$ cat config.mk
export PLATFORM = sky130hd
export DESIGN_NAME = tqvp_pulse_gen_flat
export DESIGN_NICKNAME = d
export VERILOG_FILES = /design/src/rtl/tqvp_pulse_gen_if.sv /design/src/rtl/tqvp_pulse_gen.sv /design/src/flat_wrapper.sv
export SDC_FILE = /design/constraint.sdc
export NUM_CORES = 1
export LEC_CHECK = 0
export BUFFER_PORTS_ARGS = -buffer_cell sky130_fd_sc_hd__buf_2
export CAP_MARGIN = 0
export CORE_ASPECT_RATIO = 1.5
export CORE_UTILIZATION = 45
export CTS_CLUSTER_DIAMETER = 40
export DETAILED_ROUTE_END_ITERATION = 8
export GPL_TIMING_DRIVEN = 0
export PLACE_DENSITY = 0.66
export SYNTH_ARGS = -nofsm -noshare
export SYNTH_HDL_FRONTEND = slang
export SYNTH_SLANG_ARGS = --single-unit
$ cat constraint.sdc
create_clock -name clk -period 4.1 [get_ports clk]
set_clock_uncertainty 0.15 [all_clocks]
set_input_delay 0.82 -clock clk [delete_from_list [all_inputs] [get_ports clk]]
set_output_delay 0.82 -clock clk [all_outputs]
set_load 0.01 [all_outputs]
$ cat src/rtl/tqvp_pulse_gen_if.sv
// TinyQV register bus: the host drives address, write strobe and write data.
// The peripheral returns combinational read data for the current address.
interface tqvp_pulse_gen_if;
  logic [3:0] address;
  logic       data_write;
  logic [7:0] data_in;
  logic [7:0] data_out;

  modport master (output address, data_write, data_in, input data_out);
  modport slave  (input address, data_write, data_in, output data_out);
endinterface

$ cat src/rtl/tqvp_pulse_gen.sv
// Pulse-train generator: START to first pulse edge is 1 cycle, and reads are combinational.
// The bus has no backpressure. Defining PULSEGEN_EXT_TRIG_EN adds an external ui_in[0] trigger.
module tqvp_pulse_gen (
  input  logic            clk,
  input  logic            rst_n,
  input  logic [7:0]      ui_in,
  output logic [7:0]      uo_out,
  tqvp_pulse_gen_if.slave bus
);
  typedef enum logic [1:0] {IDLE, HIGH, LOW} state_t;

  state_t      state;
  logic        pol, cont, trig_arm, done;
  logic [15:0] count, rem;
  logic [7:0]  high_t, low_t, presc;
  logic [7:0]  presc_lat, presc_cnt, tick_cnt;

  logic ctrl_wr, wr_start, wr_stop, trig_fire, start, start_cont, busy;
  logic unused_inputs;

  function automatic logic [7:0] len_m1(input logic [7:0] t);
    return (t == 8'd0) ? 8'd0 : t - 8'd1;
  endfunction

  assign ctrl_wr    = bus.data_write && (bus.address == 4'h0);
  assign wr_stop    = ctrl_wr && bus.data_in[1];
  assign wr_start   = ctrl_wr && bus.data_in[0] && !bus.data_in[1];
  assign start      = wr_start || trig_fire;
  assign start_cont = ctrl_wr ? bus.data_in[3] : cont;
  assign busy       = (state != IDLE);
  assign unused_inputs = ^ui_in;

`ifdef PULSEGEN_EXT_TRIG_EN
  logic trig_q1, trig_q2;
  // A CTRL write in the same cycle takes precedence over the pin.
  assign trig_fire = trig_arm && (state == IDLE) && trig_q1 && !trig_q2 && !ctrl_wr;

  always_ff @(posedge clk) begin
    if (!rst_n) begin
      trig_q1  <= 1'b0;
      trig_q2  <= 1'b0;
      trig_arm <= 1'b0;
    end else begin
      trig_q1 <= ui_in[0];
      trig_q2 <= trig_q1;
      if (ctrl_wr)        trig_arm <= bus.data_in[4];
      else if (trig_fire) trig_arm <= 1'b0;
    end
  end
`else
  assign trig_fire = 1'b0;
  assign trig_arm  = 1'b0;
`endif

  always_ff @(posedge clk) begin
    if (!rst_n) begin
      state     <= IDLE;
      pol       <= 1'b0;
      cont      <= 1'b0;
      done      <= 1'b0;
      count     <= 16'd0;
      rem       <= 16'd0;
      high_t    <= 8'd0;
      low_t     <= 8'd0;
      presc     <= 8'd0;
      presc_lat <= 8'd0;
      presc_cnt <= 8'd0;
      tick_cnt  <= 8'd0;
    end else begin
      if (bus.data_write) begin
        case (bus.address)
          4'h0: begin
            pol  <= bus.data_in[2];
            cont <= bus.data_in[3];
            done <= 1'b0;
          end
          4'h1:    count[7:0]  <= bus.data_in;
          4'h2:    count[15:8] <= bus.data_in;
          4'h3:    high_t      <= bus.data_in;
          4'h4:    low_t       <= bus.data_in;
          4'h5:    presc       <= bus.data_in;
          default: ;
        endcase
      end

      // Prescaler runs inside each tick; a phase ends when both counters are exhausted.
      case (state)
        HIGH, LOW: begin
          if (presc_cnt != 8'd0) begin
            presc_cnt <= presc_cnt - 8'd1;
          end else if (tick_cnt != 8'd0) begin
            presc_cnt <= presc_lat;
            tick_cnt  <= tick_cnt - 8'd1;
          end else if (state == HIGH) begin
            if (!cont && rem <= 16'd1) begin
              rem   <= 16'd0;
              state <= IDLE;
              done  <= 1'b1;
            end else begin
              if (!cont) rem <= rem - 16'd1;
              state     <= LOW;
              presc_cnt <= presc;
              presc_lat <= presc;
              tick_cnt  <= len_m1(low_t);
            end
          end else begin
            state     <= HIGH;
            presc_cnt <= presc;
            presc_lat <= presc;
            tick_cnt  <= len_m1(high_t);
          end
        end
        default: ;
      endcase

      if (wr_stop) begin
        state <= IDLE;
        done  <= 1'b0;
      end else if (start) begin
        if (count == 16'd0 && !start_cont) begin
          state <= IDLE;
          done  <= 1'b1;
        end else begin
          state     <= HIGH;
          rem       <= count;
          done      <= 1'b0;
          presc_cnt <= presc;
          presc_lat <= presc;
          tick_cnt  <= len_m1(high_t);
        end
      end
    end
  end

  assign uo_out = {4'b0000, done, busy, (state == HIGH) ^ pol, 1'b0};

  always_comb begin
    bus.data_out = 8'h00;
    case (bus.address)
      4'h0:    bus.data_out = {3'b000, trig_arm, cont, pol, done, busy};
      4'h1:    bus.data_out = count[7:0];
      4'h2:    bus.data_out = count[15:8];
      4'h3:    bus.data_out = high_t;
      4'h4:    bus.data_out = low_t;
      4'h5:    bus.data_out = presc;
      4'h6:    bus.data_out = rem[7:0];
      4'h7:    bus.data_out = rem[15:8];
      default: bus.data_out = 8'h00;
    endcase
  end
endmodule
$ cat src/flat_wrapper.sv
// flat-port wrapper written by rule: the top's interface ports become plain ports
module tqvp_pulse_gen_flat 
  (clk, rst_n, ui_in, uo_out, bus_address, bus_data_write, bus_data_in, bus_data_out);
  tqvp_pulse_gen_if bus_i ();
  input  logic clk;
  input  logic rst_n;
  input  logic [7:0] ui_in;
  output logic [7:0] uo_out;
  input wire logic [$bits(bus_i.address)-1:0] bus_address;
  input wire logic [$bits(bus_i.data_write)-1:0] bus_data_write;
  input wire logic [$bits(bus_i.data_in)-1:0] bus_data_in;
  output wire logic [$bits(bus_i.data_out)-1:0] bus_data_out;
  assign bus_i.address = bus_address;
  assign bus_i.data_write = bus_data_write;
  assign bus_i.data_in = bus_data_in;
  assign bus_data_out = bus_i.data_out;
  tqvp_pulse_gen u_core (.clk(clk), .rst_n(rst_n), .ui_in(ui_in), .uo_out(uo_out), .bus(bus_i));
endmodule
==> impl_metrics.yaml <==
floorplan:
  die_w_um: 90.6
  coreArea_sq_mm: 0.0115
  die_y_um: 135
  rows: 48
  die-area_sq_mm: 0.0122
  ioPinCount: 39
  initial_core_util_pct: 46.2
global_route:
  grt_max_degree: 14
  use_met1_pct: 32.9
  grt.met2_usage_pct: 56.4
  gr-usage-met3_pct: 4.34
  grt.busiest_layer: "met2"
  antenna_found_initial: 0
  grt_pass1_vias: 5132
  track_usage_pct: 30.6
  gr-total-overflow: 0
  grt_pass1_wl_um: 28700
run_status:
  status: "complete, no violations"
final_layout:
  layout.cells.non_filler: 846
  mostFrequentLayoutCell: "dfxtp_1"
  n_antenna_cell: 0
  areaGrowthSynthToFinish_pct: 11.4
  final_cell_mix: "dfxtp_1 (85), nand2_1 (62), o21ai_0 (56)"
  drive_gt1_share_pct: 12.5
  nNetsFinal: 727
placed_design:
  dp.cells: 832
  dp_hpwl_um: 14300
  dp_slack_ps: 518
  port_buffers: 23
  gp_congestion: 1.03
cts:
  cts-root-buf: "clkbuf_16"
  cts.clk_slew.worst_paths_ps: 70
  clk_latency_ps: 340
  cts-buffers-inserted: 9
  htreeDepth: 3
  cts_hold_buf: 0
  cts_sinks: 85
  cts_resized: 0
  cts_max_path_buffers: 2
  cts_tree: "done"
  post_cts.repair.setup_buffers: 0
timing:
  tns_ps: 0
  grt_setup_unrepaired: "no"
  hold_viol: 0
  fin_ws_ps: 484
  fmax_mhz: 277
  final.period_utilization_pct: 88.2
  final.min_clock_period_ps: 3620
  hold_slack_ps: 312
  drv_slew: 0
  setup_viol: 0
  tightest_slew_ps: 869
  relSlewSlack_pct: 41.3
logic_synthesis:
  synth-seq-cells: 85
  netlist_instances: 655
  synth_flop_cell: "dfxtp_1"
  synth_xor_area_share_pct: 1.98
  synth-edff-count: 0
  yosysSeqAreaShare_pct: 32.1
  syn_area_sq_mm: 0.00530
  ys_warn_count: 0
  synth-simple-area-share_pct: 26.5
  synth_area_per_cell_sq_um: 8.10
  synth-compound-area-share_pct: 21.0
  ys_types: 71
  async_reset_ff_share_pct: 0
  synth_top_family_by_area: "simple AND/OR/NAND/NOR gates"
  synth_mux_area_share_pct: 10.2
  synthAdderAreaFrac_pct: 2.60
drt:
  antenna_left: 0
  vias_per_cell: 6.36
  detailroute.via_count: 5382
  wl_per_cell_um: 22.2
  drtIter0Drc: 486
  drcViolationCount: 0
  wirelength_um: 18700
  dr.pass1.iters: 5
power:
  peakVddDrop_uv: 339
  power_density_mw_per_mm2: 343
  power_leakage_nw: 2.23
setup_path:
  cp.arrival_ps: 2650
  cp_max_fo: 10
  end_kind: "output port"
  crit_type: "in -> out"
  critPathRequiredTime_ps: 3130
  cp-start-kind: "primary input"
hold_path:
  min_path_type: "reg -> reg"
run:
  drv_cap: 0
==> worst max-delay path: stages <==
cell,delay [ps]
buf_2,150
clkbuf_1,420
clkbuf_1,490
mux4_2,400
mux2i_1,170
nor2_1,60
buf_2,140
==> layer usage <==
metal / share of wire (%) / wire length, um
met1: 36 / 6770
met2: 51 / 9550
met3: 6.3 / 1190
met4: 6.6 / 1240
met5: 0 / 0
==> per-stage QoR <==
stage,utilization (%),power [mW],area [sq um]
after detailed placement,49.0,1.22,5620
after CTS,51.5,2.02,5910
after global placement,49.0,1.21,5620
final,51.5,2.03,5910
after floorplan,-,1.11,5320
after global routing,51.5,2.09,5910
==> cell families (layout without fill, tap and decap cells) <==
logic type / after synthesis / after routing
xor gates and xnor gates: 12 / 12
buffers and inverters: 63 / 100
muxes: 46 / 46
other: 1 / 5
and+or+nand+nor: 261 / 261
DFF: 85 / 85
AOI/OAI and AO/OA: 176 / 176
adders and majority gates: 11 / 11
==> synthesized netlist by cell type (all sizes together), types with 5 or more instances <==
| library cell | count | area, sq um |
|---|---|---|
| nor2b | 35 | 219 |
| xor2 | 6 | 52.6 |
| mux2i | 36 | 360 |
| a21oi | 34 | 174 |
| nor2 | 48 | 180 |
| a22oi | 6 | 45.0 |
| ha | 11 | 138 |
| o31ai | 5 | 37.5 |
| a21boi | 13 | 97.6 |
| nor4 | 11 | 98.8 |
| o21ai | 60 | 304 |
| mux4 | 6 | 135 |
| dfxtp | 85 | 1700 |
| nand3 | 39 | 208 |
| a31oi | 18 | 113 |
| clkbuf | 21 | 80.1 |
| xnor2 | 6 | 52.6 |
| nor3 | 22 | 120 |
| nor4b | 7 | 76.3 |
| nand2 | 62 | 233 |
| and2 | 6 | 37.5 |
| and3 | 7 | 48.8 |
| buf | 23 | 148 |
| inv | 19 | 71.3 |
==> layout make-up <==
| class | count | area, sq um |
|---|---|---|
| multi-input cells | 511 | 3320 |
| clock buffers | 10 | 239 |
| inverters | 19 | 71.3 |
| clock inverters | 4 | 50.0 |
| plain buffers | 44 | 228 |
| repair buffers | 23 | 115 |
| fillers | 1135 | 5560 |
| well taps | 150 | 188 |
| flip-flops and latches | 85 | 1700 |
==> flip-flops by register name, summed over array words and instances, names as in the netlist <==
register / cells
u_core.presc: 8
u_core.tick_cnt: 8
u_core.presc_lat: 8
u_core.presc_cnt: 8
u_core.state: 2
u_core.rem: 16
u_core.count: 16
u_core.high_t: 8
u_core.pol: 1
u_core.low_t: 8
u_core.done: 1
u_core.cont: 1
==> final timing paths <==
kind	start	to	slack, ps	cells after the start
worst max-delay path	bus_address[1]	bus_data_out[1]	480	7
worst min-delay path	u_core.presc_lat[3]	u_core.presc_lat[3]	310	2
worst max register to register	u_core.rem[0]	u_core.presc_cnt[7]	1180	8
worst min register to register	u_core.presc_lat[3]	u_core.presc_lat[3]	310	2
==> where the power goes <==
group          leakage (nW)  switching (mW)  internal [mW]  total [mW]
combinational          1.41           0.221          0.125       0.346
clock                 0.136           0.338          0.481       0.819
sequential            0.686          0.0247          0.840       0.864
Power figures use the tool's default switching activity.
